**src/rtl/div_iter_unit.sv**
```systemverilog
// div_iter_unit: multi-cycle non-restoring RV32M divider (DIV/DIVU/REM/REMU); optional DIV_FAST_ZERO_EN
module div_iter_unit #(
  parameter int DATA_WIDTH      = 32,
  parameter int STEPS_PER_CYCLE = 2,
  parameter int TAG_WIDTH       = 5
) (
  input  logic                  clk,
  input  logic                  rst,
  input  logic                  in_valid,
  output logic                  in_ready,
  input  logic [1:0]            op,
  input  logic [DATA_WIDTH-1:0] dividend,
  input  logic [DATA_WIDTH-1:0] divisor,
  input  logic [TAG_WIDTH-1:0]  tag_in,
  input  logic                  kill,
  output logic                  out_valid,
  input  logic                  out_ready,
  output logic [DATA_WIDTH-1:0] result,
  output logic [TAG_WIDTH-1:0]  tag_out
);
  localparam int N   = DATA_WIDTH;
  localparam int CYC = DATA_WIDTH / STEPS_PER_CYCLE;
  localparam int CW  = $clog2(CYC + 1);
  localparam logic [1:0] IDLE = 2'd0, CALC = 2'd1, FIX = 2'd2, DONE = 2'd3;
  logic [1:0]    state;
  logic [N:0]    a, m, a_n;
  logic [N-1:0]  q, q_n, q_f, r_f, rem, abs_d, abs_v;
  logic [CW-1:0] cnt;
  logic          is_rem, neg_q, neg_r, sgn, fast_zero;
  assign in_ready  = state == IDLE;
  assign out_valid = state == DONE;
  assign sgn       = ~op[0];
  assign abs_d     = sgn && dividend[N-1] ? -dividend : dividend;
  assign abs_v     = sgn && divisor[N-1] ? -divisor : divisor;
`ifdef DIV_FAST_ZERO_EN
  assign fast_zero = divisor == '0;
`else
  assign fast_zero = 1'b0;
`endif
  assign rem = a[N] ? a[N-1:0] + m[N-1:0] : a[N-1:0];
  assign q_f = neg_q ? -q : q;
  assign r_f = neg_r ? -rem : rem;
  // chained non-restoring steps; add/sub chosen by the sign of A before the shift
  always_comb begin
    a_n = a;
    q_n = q;
    for (int i = 0; i < STEPS_PER_CYCLE; i++) begin
      a_n = a_n[N] ? {a_n[N-1:0], q_n[N-1]} + m : {a_n[N-1:0], q_n[N-1]} - m;
      q_n = {q_n[N-2:0], ~a_n[N]};
    end
  end
  // control FSM and datapath registers; kill beats accept and out_ready
  always_ff @(posedge clk) begin
    if (rst) begin
      state   <= IDLE;
      a       <= '0;
      q       <= '0;
      m       <= '0;
      cnt     <= '0;
      is_rem  <= 1'b0;
      neg_q   <= 1'b0;
      neg_r   <= 1'b0;
      result  <= '0;
      tag_out <= '0;
    end else if (kill) begin
      state <= IDLE;
    end else begin
      case (state)
        IDLE: if (in_valid) begin
          is_rem  <= op[1];
          tag_out <= tag_in;
          neg_q   <= sgn && divisor != '0 && (dividend[N-1] ^ divisor[N-1]);
          neg_r   <= sgn && dividend[N-1];
          a       <= '0;
          q       <= abs_d;
          m       <= {1'b0, abs_v};
          cnt     <= CW'(CYC);
          state   <= fast_zero ? DONE : CALC;
          if (fast_zero) result <= op[1] ? dividend : '1;
        end
        CALC: begin
          a     <= a_n;
          q     <= q_n;
          cnt   <= cnt - CW'(1);
          state <= cnt == CW'(1) ? FIX : CALC;
        end
        FIX: begin
          result <= is_rem ? r_f : q_f;
          state  <= DONE;
        end
        DONE: if (out_ready) state <= IDLE;
      endcase
    end
  end
endmodule

```
**config.mk**
```make
export PLATFORM = sky130hd
export DESIGN_NAME = div_iter_unit
export DESIGN_NICKNAME = d
export VERILOG_FILES = /design/src/rtl/div_iter_unit.sv
export SDC_FILE = /design/constraint.sdc
export NUM_CORES = 1
export LEC_CHECK = 0
export BUFFER_PORTS_ARGS = -buffer_cell sky130_fd_sc_hd__buf_2
export CAP_MARGIN = 10
export CORE_UTILIZATION = 45
export DETAILED_ROUTE_END_ITERATION = 10
export SYNTH_ARGS = -nofsm -noshare
export SYNTH_HDL_FRONTEND = slang
export SYNTH_SLANG_ARGS = --single-unit
export TNS_END_PERCENT = 1
```
**constraint.sdc**
```tcl
create_clock -name clk -period 11.76 [get_ports clk]
set_clock_uncertainty 0.15 [all_clocks]
set_input_delay 0.588 -clock clk [delete_from_list [all_inputs] [get_ports clk]]
set_output_delay 0.588 -clock clk [all_outputs]
set_load 0.005 [all_outputs]
```
==> results by group, run 1 <==
STA
  • Worst-margin pin slew: 1.09 ns
  • Max Slew Vio Count: 0
  • # setup viols final: 0
  • Fmax: about 110 MHz
  • Fin Setup TNS: 0 ns
  • Final period utilization: between 70 and 80%
  • Final hold viol count: 0
  • Final min period: 9.24 ns
  • Relative slew slack: 27.5%
  • Unrepaired setup endpoints after global routing: no

Detailed routing
  • Drt wl/cell: between 15 and 20 um
  • Iter 0 DRT Violations: between 1,000 and 1,500
  • # DRC: 0
  • Vias per inst: between 5 and 6
  • Total routed wirelength: 49,400 um
  • Vias: 14,937
  • Pre-antenna DRT Iters: 7
  • Post-DRT Antenna Nets: 0

Critical path
  • Crit end category: flop
  • Crit path DAT: 9.44 ns
  • CP max-delay cell: nor4b_1
  • CP max stage delay: 0.69 ns
  • Worst Path Required: 11.96 ns
  • Worst-path maximum fanout: 28
  • CP Launch Type: flop
  • Crit path kind: flop to flop

Layout
  • Synth-to-layout area growth: 9.80%
  • Register area: just under 3000 um^2
  • Multi-input gate area: 11,300 um^2
  • Layout cells sized above 1: 10.4%
  • Fin nets: 2,244
  • N_diodes: 0
  • Fill cells: 3,302

Floorplanning
  • Initial Util: between 40 and 50%
  • Die Y: 183 um
  • FP Rows: 65
  • IO Pins: 115
  • Die outline width: 183 um
  • Core area: ~32,000 um^2
  • Die area: about 34,000 um^2

Synthesis
  • Synth area leaders: dfxtp_1, ha_1, nor2_1
  • Area share of the largest cell type after synthesis: 19.5%
  • Top-count cell post-synth: nor2_1
  • Post-synth top cells: nor2_1, a21oi_1, nand2_1, dfxtp_1, xor2_1
  • Mean post-synth cell area: between 7 and 8 um^2
  • Synth Instances: 2,019
  • Register area share after synthesis: 19.5%
  • Post-synthesis register bit count: about 140
  • Prevailing post-synth register cell: dfxtp_1
  • Cell accounting for the most synthesized area: dfxtp_1
  • Syn nets: approximately 2,200
  • FFs w/ async S/R, synth: 0%
  • Syn. warnings: 0
  • Synthesized area: 14,800 um^2
  • Number of flops mapped to enable cells by yosys: 0
  • Netlist cell types: 90

Placed design
  • Hpwl dp: between 30,000 and 40,000 um
  • Port Buffer Count: 114
  • Placer Congestion: between 0.9 and 1

Clock network
  • CTS tree: done
  • Cts bufs inserted: 17
  • Worst-skew pair later-pin latency: about 0.46 ns
  • Cts hold-fix bufs: 0
  • Maximum clock path buffer count: 2
  • CTS root buffer: clkbuf_16
  • Post-CTS Resized: 0
  • Clk sinks: about 140
  • Clk slew on worst S/H paths: 0.07 ns
  • Post-CTS Repair Setup Buffers: 0
  • CTS H-tree depth: 4

Global routing
  • GR peak layer: met2
  • GR Util met2: 50.2%
  • Largest net degree at the start of global routing: 83
  • Antenna violations before repair: 0
  • Vias in the first global route: 14,011
  • Total gr overflow: 0
  • GR Layer Usage met1: 39.0%
  • GR Util All Layers: 29.7%
  • Met3 GRT Util: 3.47%
  • Global-route wire length before repair: 77,500 um

Hold path
  • Hold crit path type: input pin to flop

Status
  • Status: completed

Job
  • Max-Cap Viols: 0
-- path summary, 6_finish.rpt --
check             startpoint         end  slack, ns  depth (start not counted)
setup / recovery        m[0]       a[31]       2.52                         35
hold / removal     tag_in[2]  tag_out[2]       0.21                          3
setup reg to reg        m[0]       a[31]       2.52                         35
hold reg to reg   result[27]  result[27]       0.30                          1
-- critical path, delay by kind of cell, from the launching register on --
kind | cells | cell delay (ns)
xor gates and xnor gates | 2 | 0.30
and+or+nand+nor | 12 | 3.26
muxes | 2 | 0.52
buffers and inverters | 1 | 0.33
adders and majority gates | 2 | 0.65
DFF | 1 | 0.38
AOI/OAI and AO/OA | 16 | 3.50
-- cells by family after synthesis --
kind of cell | count (synthesis) | share of synthesized area, %
AND/OR/NAND/NOR | 735 | 23.6
AO/OA/AOI/OAI | 621 | 28.2
XOR/XNOR | 237 | 14.1
buffers and inverters | 157 | 4.02
flip-flops | 144 | 19.5
adder cells (fa/ha/maj) | 105 | 9.05
multiplexers | 20 | 1.42
-- stage by stage --
step	instance area, um^2	utilization [%]	std cells	hold slack, ns	setup WS [ns]
finish	16200	50.8	2511	0.210	2.52
CTS	16200	50.8	2511	0.196	2.68
global route	16200	50.8	2511	0.205	1.70
floorplan	14800	-	2019	0.298	3.57
global placement	15600	49.0	2479	0.281	2.97
detailed placement	15600	49.0	2479	0.288	2.83
-- state kept, by name, summed over array words and instances, names as in the netlist, named ones only --
signal / cells
state: 1
neg_q: 1
is_rem: 1
cnt: 5
q: 32
a: 33
neg_r: 1
tag_out: 5
m: 32
result: 32
-- final cells by class --
cell class | instances | area share, %
Multi-Input combinational cell | 1718 | 69.8
Sequential cell | 144 | 17.8
Timing Repair Buffer | 133 | 4.42
Tap cell | 435 | 3.36
Clock buffer | 18 | 2.71
Inverter | 49 | 1.14
Clock inverter | 14 | 0.803
-- placed cells by master (no fill, tap or decap), types with 25 or more instances in the layout --
master,count
ha_1,102
xnor2_1,112
a211oi_1,74
nor2_1,308
or3_1,30
o21ai_0,86
inv_1,49
a21oi_1,190
o31ai_1,25
dfxtp_1,142
buf_2,113
nand2_1,146
a21o_1,52
nor3_1,57
xor2_1,124
o211ai_1,25
nand3_1,33
-- metal layers --
| layer | vias up | routed length (um) |
|---|---|---|
| met3 | 80 | 1970 |
| met1 | 7073 | 22700 |
| met5 | - | 0 |
| li1 | 7409 | - |
| met4 | 0 | 1390 |
| met2 | 375 | 23300 |
Power of run 1 is left out: the tool's default activity adds up to more than one toggle a clock period on the data nets, which glitch-free logic cannot reach.
==> inputs of run 2 (changes only) <==
ABC_AREA = 1   (was default)
clock period = 8.25 ns   (was 11.76 ns; I/O delays follow)
==> run 2 against run 1 <==
Effect of this change: sequential cell count did not move; synthesized cell count is 38% higher; area after synthesis grew 9.3%; global-route usage up 2.8 points; non-clock buffer count decreased by 4; utilization decreased by 0.26 points; largest cell class unchanged; sequential share of layout area shrank 1.5 points; critical path depth rose by 5; critical endpoint is now a[28].
==> results by group, run 2 <==
Status
  • Status: completed

Layout
  • Top reg by flops: a
  • Fin nets: around 3,000
  • N_diodes: 0
  • Max reg flops: 33
  • Layout cells sized above 1: 9.64%
  • Commonest non-fill, non-tap cells in the layout: nand2_1, inv_1, o21ai_0, a21oi_1, nor2_1
  • Final instance area: 17,600 um^2
  • Fill cells: approximately 3,800
  • Synth-to-layout area growth: 9.31%
  • Most common cell after layout, fill and taps aside: nand2_1

Placed design
  • Port Buffer Count: 114
  • Pre-CTS setup slack: about 1.3 ns
  • Area post-placement: roughly 17,000 um^2
  • Hpwl dp: ~48,000 um
  • Placer Congestion: 0.992

Synthesis
  • Synthesized area: 16,100 um^2
  • Netlist cell types: slightly below 60
  • Area share of the largest cell type after synthesis: 17.9%
  • Post-Synth Adder-Cell Area: 8.28%
  • Syn nets: ~3,000
  • Syn. warnings: 0
  • FFs w/ async S/R, synth: 0%
  • Mean post-synth cell area: a little under 6 um^2
  • Synth Instances: around 2,800
  • Synth Area in Simple Gates: a little over a third
  • Prevailing post-synth register cell: dfxtp_1
  • Complex-gate fraction of the synthesized area: 22.1%
  • Post-synthesis mux area share: 0%
  • Top-count cell post-synth: nand2_1
  • Number of flops mapped to enable cells by yosys: 0
  • Post-synth top cells: nand2_1, inv_1, o21ai_0, a21oi_1, nor2_1
  • Post-synthesis xor/xnor area fraction: 5.43%
  • Cell accounting for the most synthesized area: dfxtp_1
  • Register area share after synthesis: 17.9%
  • Largest family of logic cells by synthesized area: simple AND/OR/NAND/NOR gates
  • Post-synthesis register bit count: roughly 140
  • Synth area leaders: dfxtp_1, nand2_1, o21ai_0

Power and ir drop
  • Sw frac: around 57%
  • Pwr Density: 358 nW/um^2
  • LEAKAGE: 0.00881 uW
  • Clock power frac: 13.3%
  • VDD IR max: between 0.2 and 0.25 mV
  • Switching power: 3600 uW
  • Logic pwr share: 72.4%
  • Pint: 2710 uW
  • Flop pwr share: 14.3%

Critical path
  • CP max stage delay: 0.44 ns
  • CP bufs+invs: 5
  • Worst Path Required: 8.41 ns
  • R2r worst-path depth: 40
  • Crit path kind: flop to flop
  • CP top delay family: simple AND/OR/NAND/NOR gates
  • Crit-path most repeated cell: nand2_1
  • CP Launch Type: flop
  • CP max-delay cell: inv_2
  • Crit end category: flop
  • Crit path depth: 40
  • Crit path DAT: 7.17 ns
  • Worst-path maximum fanout: 40

Detailed routing
  • Vias per inst: 5.58
  • Vias: 18,454
  • Pre-antenna DRT Iters: 5
  • Met2 routed WL: 23,700 um
  • Top sig layer: met4
  • Total routed wirelength: approximately 60,000 um
  • Post-DRT Antenna Nets: 0
  • Iter 0 DRT Violations: approximately 1,900
  • Met1 WL: 28,800 um
  • # DRC: 0
  • Drt wl/cell: 18.0 um
  • Routed met3 length: 5430 um

Clock network
  • Cts hold-fix bufs: 0
  • CTS H-tree depth: 4
  • Clk slew on worst S/H paths: 0.08 ns
  • Cts bufs inserted: 17
  • Clk sinks: 144
  • CTS tree: done
  • Post-CTS Repair Setup Buffers: 0
  • Worst-skew pair later-pin latency: 0.46 ns
  • CTS root buffer: clkbuf_16
  • Maximum clock path buffer count: 2
  • Post-CTS Resized: 0

STA
  • Final hold viol count: 0
  • Worst-margin pin slew: 1.16 ns
  • Final min period: roughly 7 ns
  • Unrepaired setup endpoints after global routing: no
  • Max Slew Vio Count: 0
  • # setup viols final: 0
  • Relative slew slack: between 20 and 25%
  • Final period utilization: 84.9%
  • Final worst slack: around 1.2 ns
  • Fmax: ~140 MHz
  • Fin Setup TNS: 0 ns
  • Hold Slack: between 0.06 and 0.07 ns

Global routing
  • Largest net degree at the start of global routing: 93
  • Total gr overflow: 0
  • Global-route wire length before repair: 91,500 um
  • Vias in the first global route: 16,462
  • Antenna violations before repair: 0
  • GR Util All Layers: 32.5%

Floorplanning
  • Die Y: 191 um
  • FP Rows: between 60 and 70
  • Core area: about 35,000 um^2
  • IO Pins: approximately 120
  • Initial Util: between 40% and 50%
  • Die area: 36,600 um^2
  • Die outline width: 191 um

Job
  • Max-Cap Viols: 0

Hold path
  • Min-Delay Path Depth: 3
  • Hold crit path type: input pin to flop
run 2: routing by layer:
layer | vias to the layer above | GRT usage [%]
li1 | 9286 | -
met4 | 0 | 10.4
met2 | 721 | 46.2
met3 | 73 | 5.65
met1 | 8374 | 48.8
met5 | - | 0
run 2: final cells by class:
class	instances	area (um^2)	share of cell area [%]
Multi-Input combinational cell	2189	11500	65.4
Sequential cell	144	2880	16.4
Inverter	358	1350	7.65
Timing Repair Buffer	129	683	3.87
Tap cell	455	569	3.23
Clock buffer	18	439	2.49
Clock inverter	14	171	0.972
run 2: cells by family (layout without fill, tap and decap cells):
group | after synthesis | in the layout
fa+ha+maj | 105 | 105
xor+xnor | 100 | 100
compound gates | 657 | 657
buf+inv | 449 | 519
flops | 144 | 144
simple gates | 1327 | 1327
run 2: stage by stage:
stage                     utilization [%]  power, uW  instances
final                                50.6       6310       3307
after global routing                 50.6       6870       3307
after CTS                            50.6       6210       3307
after detailed placement             48.8       5350       3275
after global placement               48.8       5350       3275
after floorplan                         -       4220       2782
run 2: worst register-to-register path: cells and delay by family (launching register included):
kind,cells,cell delay [ns]
simple gates,23,2.81
compound gates,8,1.62
fa+ha+maj,3,0.95
buf+inv,5,0.81
flops,1,0.41
xor+xnor,1,0.17
run 2: worst paths after layout:
check              from         end  slack [ns]
max reg2reg        m[1]       a[28]        1.24
min           tag_in[2]  tag_out[2]        0.07
min reg2reg  tag_out[2]  tag_out[2]        0.33
max                m[1]       a[28]        1.24
run 2: power groups by stage:
| stage | logic, uW | registers [uW] | clock network [uW] |
|---|---|---|---|
| after floorplan | 3390 | 831 | 0 |
| after global placement | 4440 | 909 | 0 |
| after detailed placement | 4440 | 910 | 0 |
| after CTS | 4470 | 894 | 847 |
| after global routing | 5080 | 908 | 875 |
| final | 4570 | 903 | 837 |
(Power assumes the default switching activity.)
==> inputs of run 3 (changes only) <==
clock period = 6.5 ns   (was 8.25 ns; I/O delays follow)
==> run 3 against run 2 <==
Effect of this change: sequential share of layout area is 0.43 points lower; via count down 0.35%; worst setup slack got worse by 0.81 ns; non-clock buffer count increased by 32; routed wire length down 2.1%; fmax is 15% higher; utilization up 1.4 points; critical path type unchanged; register-to-register slack worse by 0.81 ns; first-iteration DRC count is 9.4% lower.
==> results by group, run 3 (same netlist as run 2, synthesis figures left out) <==
Global routing
  • Global-route wire length before repair: 89,300 um
  • GR Util All Layers: 31.6%
  • Antenna violations before repair: 1
  • Total gr overflow: 0
  • Vias in the first global route: roughly 16,000
  • Largest net degree at the start of global routing: 93

Power and ir drop
  • Pwr Density: about 470 nW/um^2
  • Pint: approximately 3800 uW
  • LEAKAGE: 0.00900 uW
  • Switching power: 4760 uW
  • Flop pwr share: 13.2%
  • VDD IR max: 0.278 mV
  • Sw frac: 55.6%
  • Logic pwr share: 74.5%
  • Clock power frac: 12.3%

Detailed routing
  • Pre-antenna DRT Iters: 6
  • # DRC: 0
  • Vias per inst: about 5.5
  • Iter 0 DRT Violations: about 1,700
  • Drt wl/cell: about 17 um
  • Vias: 18,389
  • Total routed wirelength: 58,300 um
  • Post-DRT Antenna Nets: 0

Floorplanning
  • Initial Util: 46.3%
  • IO Pins: 115
  • Die area: 36,600 um^2
  • FP Rows: 68
  • Die Y: approximately 190 um
  • Die outline width: 191 um
  • Core area: 34,900 um^2

Placed design
  • Hpwl dp: about 47,000 um
  • Pre-CTS setup slack: 0.0123 ns
  • Placer Congestion: 1.02
  • Area post-placement: between 15,000 and 20,000 um^2
  • Port Buffer Count: 114

STA
  • Unrepaired setup endpoints after global routing: yes
  • Worst-margin pin slew: 1.18 ns
  • Fmax: between 150 and 200 MHz
  • Relative slew slack: 21.3%
  • Max Slew Vio Count: 0
  • Final worst slack: 0.433 ns
  • Final period utilization: 93.3%
  • Final min period: 6.07 ns
  • Fin Setup TNS: 0 ns
  • # setup viols final: 0
  • Final hold viol count: 0

Critical path
  • R2r worst-path depth: 37
  • Crit path kind: flop to flop
  • CP top delay family: compound AO/OA/AOI/OAI gates
  • CP Launch Type: flop
  • Reg2Reg Setup Slack: 0.43 ns
  • Crit end category: flop
  • CP max stage delay: roughly 0.38 ns
  • CP max-delay cell: ha_1
  • Crit path DAT: between 6 and 7 ns
  • Crit path depth: 37
  • Worst Path Required: 6.73 ns
  • Crit-path most repeated cell: nor2_1
  • CP bufs+invs: 7
  • Worst-path maximum fanout: 13

Layout
  • N_diodes: 0
  • Final instance area: 18,100 um^2
  • Max reg flops: 33
  • Top reg by flops: a
  • Most common cell after layout, fill and taps aside: nand2_1
  • Commonest non-fill, non-tap cells in the layout: nand2_1, inv_1, o21ai_0, nor2_1, a21oi_1
  • Synth-to-layout area growth: 12.3%
  • Fin nets: 3,052
  • Layout cells sized above 1: around an eighth

Clock network
  • Clk slew on worst S/H paths: 0.07 ns
  • CTS root buffer: clkbuf_16
  • Clk sinks: 144
  • Cts bufs inserted: 17
  • CTS H-tree depth: 4
  • CTS tree: done
  • Maximum clock path buffer count: 2
  • Worst-skew pair later-pin latency: 0.45 ns

Hold path
  • Min-Delay Path Depth: 4
  • Hold crit path type: input pin to flop

Status
  • Status: completed

Job
  • Max-Cap Viols: 0
## run 3: cell types whose count changed in the layout (fill, tap and decap cells not counted), sizes merged
cell / previous run / this run
buf: 129 / 155
bufinv: 2 / 3
clkbuf: 18 / 20
clkinv: 5 / 6
dlygate4sd3: 0 / 5
inv: 362 / 359
## run 3: metal layers
| layer | global-route usage (%) | vias to the layer above | wire, um |
|---|---|---|---|
| met2 | 45.6 | 660 | 23700 |
| met1 | 46.8 | 8316 | 28300 |
| met5 | 0 | - | 9 |
| met3 | 5.23 | 66 | 4670 |
| met4 | 10.0 | 2 | 1580 |
| li1 | - | 9345 | - |
## run 3: per-stage QoR
step	hold WS [ns]	power, uW	std cells	utilization (%)
6_report	0.0186	8570	3339	52.0
3_5_place_dp	0.325	6850	3289	49.1
3_3_place_gp	0.313	6840	3289	49.1
2_1_floorplan	0.303	5350	2782	-
4_1_cts	0.00405	7940	3326	51.1
5_1_grt	0.0239	9320	3339	52.0
## run 3: final timing paths
path / endpoint / startpoint
worst max-delay path: a[23] / m[0]
worst min-delay path: state[0] / out_ready
worst max register to register: a[23] / m[0]
worst min register to register: tag_out[2] / tag_out[2]
## run 3: power by group through the flow
stage | logic (uW) | clock network (uW) | registers [uW]
floorplan | 4300 | 0 | 1050
global placement | 5700 | 0 | 1140
detailed placement | 5700 | 0 | 1140
CTS | 5740 | 1070 | 1120
global route | 7080 | 1100 | 1140
finish | 6380 | 1060 | 1130
## run 3: what timing repair did
action / 4_1_cts / 5_1_grt
setup buffers: 0 / 12
cloned: 0 / 1
hold endpoints to repair: 5 / 0
hold buffers: 5 / 0
endpoints found under the setup margin: 1 / 26
pin swaps: 0 / 18
gates resized for setup: 1 / 54
## run 3: final cells by class
class	instances	area, um^2
clock buffer	19	443
clock inverter	13	179
fill	3777	16800
inverter	358	1350
multi-input combinational	2189	11700
sequential	144	2890
tap	455	569
timing repair buffer	161	978
## run 3: worst register-to-register path, delay by kind of cell, from the launching register on
kind	cells	cell delay, ns
fa+ha+maj	3	0.96
buf+inv	7	0.69
flops	1	0.36
simple gates	14	1.63
xor+xnor	1	0.20
compound gates	12	1.98
